<file path="src/rtl/auth_pkg.sv">
// rtl/auth_pkg.sv - shared controller / card-FSM state encodings and helpers
package auth_pkg;

    typedef enum logic [1:0] {
        IDLE    = 2'b00,
        ACTIVE  = 2'b01,
        LOCKOUT = 2'b10,
        ABORT   = 2'b11
    } ctrl_state_t;

    localparam logic [2:0] WAITS    = 3'b000;
    localparam logic [2:0] EJECTION = 3'b100;
    localparam logic [2:0] FAIL     = 3'b101;

    function automatic logic [2:0] sat_inc(input logic [2:0] v, input logic [2:0] lim);
        return (v >= lim) ? lim : v + 3'd1;
    endfunction

endpackage

</file>
<file path="src/rtl/btn_debounce.sv">
// rtl/btn_debounce.sv - two-flop synchronizer, stability debounce and rising-edge detect
module btn_debounce #(
    parameter logic [15:0] DEB_CYCLES = 16'd50000
) (
    input  logic clk,
    input  logic rst,
    input  logic raw,
    output logic clean,
    output logic rise
);

    logic        sync1_q, sync2_q;
    logic        clean_q, clean_d;
    logic        clean_prev_q;
    logic [15:0] cnt_q, cnt_d;

    always_ff @(posedge clk or posedge rst) begin
        if (rst) begin
            sync1_q      <= 1'b0;
            sync2_q      <= 1'b0;
            clean_q      <= 1'b0;
            clean_prev_q <= 1'b0;
            cnt_q        <= '0;
        end else begin
            sync1_q      <= raw;
            sync2_q      <= sync1_q;
            clean_q      <= clean_d;
            clean_prev_q <= clean_q;
            cnt_q        <= cnt_d;
        end
    end

    // Counter only runs while the synchronized level disagrees with the clean level.
    always_comb begin
        clean_d = clean_q;
        cnt_d   = '0;
        if (sync2_q != clean_q) begin
            if (cnt_q == DEB_CYCLES - 16'd1) begin
                clean_d = sync2_q;
            end else begin
                cnt_d = cnt_q + 16'd1;
            end
        end
    end

    assign clean = clean_q;
    assign rise  = clean_q & ~clean_prev_q;

endmodule

</file>
<file path="src/rtl/auth_session_ctrl.sv">
// rtl/auth_session_ctrl.sv - button front-end, failure lockout and inactivity abort for the card FSM
module auth_session_ctrl
    import auth_pkg::*;
#(
    parameter logic [15:0] DEB_CYCLES     = 16'd50000,
    parameter logic [31:0] TIMEOUT_CYCLES = 32'd500_000_000,
    parameter logic [2:0]  MAX_FAIL       = 3'd3,
    parameter logic [31:0] LOCK_CYCLES    = 32'd1_500_000_000
) (
    input  logic       clk,
    input  logic       rst,
    input  logic       btn_t,
    input  logic       btn_p,
    input  logic       auth_a,
    input  logic       auth_e,
    input  logic       auth_f,
    input  logic [2:0] auth_state,
    output logic       t_step,
    output logic       p_lvl,
    output logic       auth_rst,
    output logic       locked,
    output logic [2:0] fail_cnt,
    output logic [1:0] ctrl_dbg
);

    ctrl_state_t state_q, state_d;
    logic [31:0] timer_q, timer_d;
    logic [2:0]  fail_cnt_q, fail_cnt_d;
    logic        f_prev_q, ae_prev_q;
    logic        t_step_q;
    logic        t_clean, t_rise, p_clean, p_rise;
    logic        fail_ev, succ_ev, lock_expire;
    logic        unused_ok;

    btn_debounce #(.DEB_CYCLES(DEB_CYCLES)) u_deb_t (
        .clk(clk), .rst(rst), .raw(btn_t), .clean(t_clean), .rise(t_rise)
    );

    btn_debounce #(.DEB_CYCLES(DEB_CYCLES)) u_deb_p (
        .clk(clk), .rst(rst), .raw(btn_p), .clean(p_clean), .rise(p_rise)
    );

    assign unused_ok   = &{1'b0, t_clean, p_rise};
    assign fail_ev     = auth_f & ~f_prev_q;
    assign succ_ev     = (auth_a & auth_e) & ~ae_prev_q;
    assign lock_expire = (state_q == LOCKOUT) && (timer_q == LOCK_CYCLES - 32'd1);

    always_ff @(posedge clk or posedge rst) begin
        if (rst) begin
            state_q <= IDLE;
        end else begin
            state_q <= state_d;
        end
    end

    always_ff @(posedge clk or posedge rst) begin
        if (rst) begin
            timer_q    <= '0;
            fail_cnt_q <= '0;
            f_prev_q   <= 1'b0;
            ae_prev_q  <= 1'b0;
            t_step_q   <= 1'b0;
        end else begin
            timer_q    <= timer_d;
            fail_cnt_q <= fail_cnt_d;
            f_prev_q   <= auth_f;
            ae_prev_q  <= auth_a & auth_e;
            t_step_q   <= t_rise;
        end
    end

    // One timer serves both inactivity and lockout; it is zeroed on every state change.
    always_comb begin
        state_d = state_q;
        timer_d = '0;
        case (state_q)
            IDLE: begin
                if (auth_state != WAITS) state_d = ACTIVE;
            end
            ACTIVE: begin
                if (fail_ev && (fail_cnt_q == MAX_FAIL - 3'd1)) begin
                    state_d = LOCKOUT;
                end else if (auth_state == WAITS) begin
                    state_d = IDLE;
                end else if (t_step) begin
                    timer_d = '0;
                end else if (timer_q == TIMEOUT_CYCLES - 32'd1) begin
                    state_d = ABORT;
                end else begin
                    timer_d = timer_q + 32'd1;
                end
            end
            LOCKOUT: begin
                if (lock_expire) begin
                    state_d = IDLE;
                end else begin
                    timer_d = timer_q + 32'd1;
                end
            end
            ABORT: begin
                state_d = IDLE;
            end
            default: begin
                state_d = IDLE;
            end
        endcase
    end

    always_comb begin
        fail_cnt_d = fail_cnt_q;
        if (state_q == LOCKOUT) begin
            if (lock_expire) fail_cnt_d = '0;
        end else if (fail_ev) begin
            fail_cnt_d = sat_inc(fail_cnt_q, MAX_FAIL);
        end else if (succ_ev) begin
            fail_cnt_d = '0;
        end
    end

    always_comb begin
        t_step   = 1'b0;
        p_lvl    = 1'b0;
        auth_rst = 1'b0;
        locked   = 1'b0;
        case (state_q)
            IDLE, ACTIVE: begin
                t_step = t_step_q;
                p_lvl  = p_clean;
            end
            LOCKOUT: begin
                locked   = 1'b1;
                auth_rst = (timer_q == '0);
            end
            ABORT: begin
                p_lvl    = p_clean;
                auth_rst = 1'b1;
            end
            default: begin
                t_step = 1'b0;
            end
        endcase
    end

    assign fail_cnt = fail_cnt_q;
    assign ctrl_dbg = state_q;

endmodule

</file>
<file path="config.mk">
export PLATFORM = sky130hd
export DESIGN_NAME = auth_session_ctrl
export DESIGN_NICKNAME = d
export VERILOG_FILES = /design/src/rtl/auth_pkg.sv /design/src/rtl/btn_debounce.sv /design/src/rtl/auth_session_ctrl.sv
export SDC_FILE = /design/constraint.sdc
export NUM_CORES = 1
export LEC_CHECK = 0
export BUFFER_PORTS_ARGS = -buffer_cell sky130_fd_sc_hd__buf_2
export CORE_MARGIN = 2
export CORE_UTILIZATION = 50
export DETAILED_ROUTE_END_ITERATION = 8
export PLACE_DENSITY = 0.64
export SYNTH_ARGS = -nofsm -noshare
export SYNTH_HDL_FRONTEND = slang
export SYNTH_SLANG_ARGS = --single-unit
</file>
<file path="constraint.sdc">
create_clock -name clk -period 4.8 [get_ports clk]
set_input_delay 0.72 -clock clk [delete_from_list [all_inputs] [get_ports clk]]
set_output_delay 0.72 -clock clk [all_outputs]
set_load 0.02 [all_outputs]
</file>
==> summary.txt, run 1 <==
Global route
  – GR Overflow Total: 0
  – Via count of the first global-routing pass: 2,930
  – Largest net degree at the start of global routing: 43
  – GRT Util Overall: 19.7%
  – First-pass GRT wire length: 13,400 um
  – Antenna violations before repair: 0

Drt
  – DR pass1 iterations: 5
  – Via count: 2,895
  – Routed len/inst: 14.2 um
  – Final WL: 7620 um
  – Antenna Nets Post-Route: 0
  – Via-to-Cell Ratio: 5.40
  – Initial DRC Count: 168
  – Number of remaining DRC errors: 0

Placed design
  – Cell total after placement: 520
  – Port-buffer cells: 18
  – Hpwl dp: 5240 um
  – Routability congestion estimate: 0.836

Clocking
  – Clk sinks: 79
  – Clk pin slew, worst setup/hold paths: 0.09 ns
  – Clock buffer depth: 2
  – Root Driver: clkbuf_8
  – Post-CTS Repair Setup Buffers: 0
  – CTS Hold Buffers Added: 0
  – H-Tree Level Count: 3
  – Cts repair resizes: 0
  – CTS tree: yes
  – Number of CTS-inserted buffers: 9
  – Clock latency at the later pin of the worst-skew pair: 0.36 ns

Logic synthesis
  – Syn Nets: 427
  – Async SR Flop Fraction: 100%
  – Synth top area share: 50.0%
  – Synth Area in Compound Gates: 3.00%
  – Xor/xnor cell area share of the yosys netlist: 12.8%
  – Dominant cells by area after synthesis: dfrtp_1, xnor2_1, nor2_1
  – Post-synthesis mux area share: 0.822%
  – Simple-Gate Fraction of Synth Area: 27.4%
  – Synth area leader: dfrtp_1
  – Largest family of logic cells by synthesized area: simple AND/OR/NAND/NOR gates
  – Post-synth EDFFs: 0
  – Yosys warning total: 0
  – Main synth FF type: dfrtp_1
  – Sequential area share after synthesis: 50.0%
  – Netlist cell types: 44
  – Post-Syn Area per Cell: 9.74 sq um
  – Synth Instances: 406
  – Post-synthesis cell area: 3960 sq um
  – Synth Register Bits: 79
  – Adder-Cell Fraction of Synth Area: 3.48%

Layout
  – Layout cells sized above 1: 11.8%
  – Ant diodes: 0
  – Most common cell after layout, fill and taps aside: dfrtp_1
  – Layout Cells excl Fill: 536
  – # fillers: 692
  – Seq. cell area: 1980 sq um
  – Fin nets: 450
  – Area growth syn-to-layout: 10.4%
  – Multi-input gate area: 1880 sq um
  – Commonest non-fill, non-tap cells in the layout: dfrtp_1, nor2_1, xnor2_1

Run
  – Max Cap Violations: 0

Critical path
  – Critical path type: reg -> out
  – Max FO, Critical Path: 3
  – Startpoint Class: flip-flop
  – Worst Setup End Kind: output port
  – Top delay family on crit path: simple AND/OR/NAND/NOR gates
  – Crit path cell chain: nor4_1, and2_1, nand3_1, nor4_1, a31o_2, buf_2
  – Slowest CP cell: dfrtp_1
  – Top cell by count, worst path: nor4_1
  – Buf/Inv on CP: 1
  – CP arrival: 2.05 ns
  – Slowest Stage Delay on Critical Path: 0.42 ns
  – Required time of the worst setup path: 4.08 ns

Power
  – Pwr dens: 362 nW/um^2
  – Tot Pwr: 0.00158 W
  – Peak VDD IR: 0.199 mV
  – Leakage power: 1.89 nW

Floorplanning
  – Rows: 32
  – I/O pin count: 19
  – Core Region: 7690 sq um
  – Chip width: 93.0 um
  – Die area: 8640 sq um
  – Die Ht: 93.0 um
  – Initial Util: 51.5%

STA
  – Final setup vio count: 0
  – Min Hold Slack: 0.353 ns
  – Worst-margin pin slew: 0.650 ns
  – Worst Skew: 0.0130 ns
  – Max-slew violation count: 0
  – TNS Setup: 0 ns
  – RSZ-0062 raised after global routing: no
  – Final Hold Viols: 0
  – Fin crit share: 57.8%
  – Fmax: 360 MHz
  – Rel. slew slack: 56.6%
  – Final min period: 2.77 ns

Run status
  – Status: finished, final reports clean

Min path
  – Hold Crit Class: reg -> reg
==> layer usage <==
layer | vias to the layer above | global-route usage [%] | part of all wire (%)
met3 | 10 | 4.39 | 3.6
met4 | 0 | 7.11 | 1.3
met5 | - | 0 | 0
met2 | 57 | 33.3 | 48
li1 | 1436 | - | -
met1 | 1392 | 24.7 | 47
==> layout make-up <==
type                       instances  area share [%]
clock buffer                       9            2.84
clock inverter                     7            1.95
inverter                          17            1.49
multi-input combinational        302            43.1
sequential                        79            45.3
tap                              102            2.92
timing repair buffer              20            2.41
==> stage by stage <==
step	setup slack (ns)	util, %	instance area [sq um]
2_1_floorplan	2.06	-	3960
3_5_place_dp	2.30	54.1	4160
3_3_place_gp	2.31	54.1	4160
4_1_cts	1.99	56.8	4370
6_report	2.03	56.8	4370
5_1_grt	1.77	56.8	4370
==> cells by family after synthesis <==
group           count (synthesis)
flops                          79
compound gates                 17
xor+xnor                       58
mux                             3
fa+ha+maj                      11
simple gates                  213
buf+inv                        25
==> cell usage after synthesis, types with 3 or more instances <==
library cell,n
xor2_1,22
or2_2,4
dfrtp_1,79
nor4_1,18
xnor2_1,36
a21oi_1,3
nand4_2,3
nor3_1,17
and3_1,12
clkbuf_1,3
and2_1,3
nor2_1,73
nand2_1,26
nand4_1,10
nor4b_1,3
nand3_1,29
ha_1,11
inv_1,17
buf_2,4
==> power by group <==
group | switching [W] | internal (W)
Combinational | 0.000210 | 0.000119
Clock | 0.000266 | 0.000252
Sequential | 0.0000366 | 0.000696
==> path summary, 6_finish.rpt <==
kind | from | endpoint | slack, ns | cells past startpoint
min in group asynchronous | rst | timer_q[31] | 0.43 | 2
max reg2reg | timer_q[0] | timer_q[3] | 2.27 | 7
max in group asynchronous | rst | u_deb_t.cnt_q[14] | 3.44 | 3
min reg2reg | u_deb_p.sync1_q | u_deb_p.sync2_q | 0.35 | 0
min | u_deb_p.sync1_q | u_deb_p.sync2_q | 0.35 | 0
max | timer_q[8] | auth_rst | 2.03 | 6
==> sequential cells by signal (all words and copies together), names as in the netlist <==
signal,flops
ae_prev_q,1
ctrl_dbg,2
f_prev_q,1
fail_cnt,3
t_step_q,1
timer_q,32
u_deb_p.clean,1
u_deb_p.cnt_q,16
u_deb_p.sync1_q,1
u_deb_p.sync2_q,1
u_deb_t.clean,1
u_deb_t.clean_prev_q,1
u_deb_t.cnt_q,16
u_deb_t.sync1_q,1
u_deb_t.sync2_q,1
No activity file was read; power rests on OpenSTA's default activity.
==> run 2: changes to the inputs <==
clock period = 2.9 ns   (was 4.8 ns; I/O delays follow)
==> run 2 against run 1 <==
Non-clock buffer count grew 2. Combinational power grew 71%. Sequential power grew 65%. Setup slack lost 1.7 ns. Utilization grew 0.47 points. Hold slack lost 0.27 ns. Via count shrank 0.69%. Largest power group unchanged.
==> summary.txt, run 2 (same netlist as run 1, synthesis figures left out) <==
Run status
  – Status: finished, final reports clean

Clocking
  – Root Driver: clkbuf_8
  – Clk pin slew, worst setup/hold paths: 0.09 ns
  – Clock latency at the later pin of the worst-skew pair: 0.36 ns
  – H-Tree Level Count: 3
  – CTS tree: yes
  – Clk sinks: 79
  – Cts repair resizes: 0
  – Number of CTS-inserted buffers: 9
  – Clock buffer depth: 2
  – CTS Hold Buffers Added: 0
  – Post-CTS Repair Setup Buffers: 0

STA
  – TNS Setup: 0 ns
  – Rel. slew slack: 55.5%
  – Worst Skew: 0.00936 ns
  – Worst-margin pin slew: 0.661 ns
  – Final min period: 2.53 ns
  – Fmax: 396 MHz
  – Max-slew violation count: 0
  – Final Hold Viols: 0
  – Fin crit share: 87.1%
  – Final setup vio count: 0
  – RSZ-0062 raised after global routing: no

Critical path
  – Worst Setup End Kind: output port
  – Crit path cell chain: nor4_1, and2_1, nand3_1, nor4_1, a31o_2, buf_2
  – Required time of the worst setup path: 2.47 ns
  – CP arrival: 2.09 ns
  – Max FO, Critical Path: 3
  – Critical path type: reg -> out
  – Slowest Stage Delay on Critical Path: 0.44 ns
  – Buf/Inv on CP: 1
  – Startpoint Class: flip-flop
  – Slowest CP cell: dfrtp_1
  – Top cell by count, worst path: nor4_1
  – Top delay family on crit path: simple AND/OR/NAND/NOR gates

Placed design
  – Routability congestion estimate: 0.816
  – Port-buffer cells: 18
  – Hpwl dp: 5340 um
  – Area after DPL: 4170 sq um

Power
  – Peak VDD IR: 0.361 mV
  – Leakage power: 1.90 nW
  – Pwr dens: 614 nW/um^2

Layout
  – Most common cell after layout, fill and taps aside: dfrtp_1
  – Area growth syn-to-layout: 11.3%
  – Final instance area: 4400 sq um
  – Layout cells sized above 1: 12.2%
  – Largest registers: timer_q: 32 flops, u_deb_p.cnt_q: 16 flops, u_deb_t.cnt_q: 16 flops
  – Commonest non-fill, non-tap cells in the layout: dfrtp_1, nor2_1, xnor2_1
  – Top reg by flops: timer_q
  – Fin nets: 452
  – Ant diodes: 0
  – # fillers: 711
  – Max FFs per register: 32

Drt
  – Antenna Nets Post-Route: 0
  – Final WL: 7650 um
  – Initial DRC Count: 158
  – Routed len/inst: 14.2 um
  – DR pass1 iterations: 6
  – Via count: 2,875
  – Via-to-Cell Ratio: 5.34
  – Number of remaining DRC errors: 0

Run
  – Max Cap Violations: 0

Global route
  – Via count of the first global-routing pass: 2,671
  – Antenna violations before repair: 0
  – First-pass GRT wire length: 12,900 um
  – GRT Util Overall: 19.3%
  – Largest net degree at the start of global routing: 33
  – GR Overflow Total: 0

Floorplanning
  – Initial Util: 51.5%
  – Rows: 32
  – Die area: 8640 sq um
  – Chip width: 93.0 um
  – I/O pin count: 19
  – Die Ht: 93.0 um
  – Core Region: 7690 sq um

Min path
  – Hold Crit Class: in -> async
## run 2: changes by cell type in the layout (fill, tap and decap cells not counted), sizes merged
cell / previous run / this run
buf: 20 / 22
bufinv: 1 / 2
clkbuf: 9 / 10
clkinvlp: 0 / 2
inv: 21 / 17
## run 2: stage by stage
stage | instances | hold WS (ns) | power, W | utilization, % | setup slack (ns)
2_1_floorplan | 406 | 0.331 | 0.00163 | - | 0.442
3_3_place_gp | 522 | 0.339 | 0.00178 | 54.3 | 0.536
3_5_place_dp | 522 | 0.336 | 0.00180 | 54.3 | 0.425
4_1_cts | 538 | 0.0932 | 0.00273 | 57.3 | 0.369
5_1_grt | 538 | 0.102 | 0.00285 | 57.3 | 0.147
6_report | 538 | 0.0822 | 0.00270 | 57.3 | 0.374
## run 2: where the power goes
group / switching, W / total, W / internal (W)
sequential: 0.0000597 / 0.00121 / 0.00115
clock: 0.000418 / 0.000930 / 0.000512
combinational: 0.000362 / 0.000561 / 0.000199
## run 2: layout make-up
| class | count | area (sq um) | share of cell area [%] |
|---|---|---|---|
| clock inverter | 6 | 92.6 | 2.10 |
| multi-input combinational | 302 | 1880 | 42.8 |
| clock buffer | 10 | 138 | 3.13 |
| tap | 102 | 128 | 2.90 |
| timing repair buffer | 22 | 120 | 2.73 |
| inverter | 17 | 65.1 | 1.48 |
| sequential | 79 | 1980 | 44.9 |
## run 2: path summary, 6_finish.rpt
check,slack (ns),from,cells past startpoint,endpoint
worst min register to register,0.36,u_deb_p.sync1_q,0,u_deb_p.sync2_q
worst max-delay path,0.37,timer_q[12],6,auth_rst
worst min-delay path,0.08,rst,2,f_prev_q
min in group clk,0.18,btn_p,1,u_deb_p.sync1_q
max in group asynchronous,2.10,rst,3,u_deb_t.cnt_q[9]
worst max register to register,0.40,timer_q[0],6,ctrl_dbg[1]
## run 2: worst reg2reg max path: cells and delay by family (launching register included)
family	cells	cell delay (ns)
compound gates	2	0.68
fa+ha+maj	1	0.24
flops	1	0.41
mux	1	0.26
simple gates	2	0.84
## run 2: per-layer routing
| metal | vias up | share of wire, % | GRT usage, % |
|---|---|---|---|
| met5 | - | 0 | 0 |
| met4 | 0 | 1.1 | 6.25 |
| met3 | 7 | 3.7 | 5.45 |
| met2 | 49 | 46 | 29.7 |
| met1 | 1377 | 50 | 26.6 |
| li1 | 1442 | - | - |
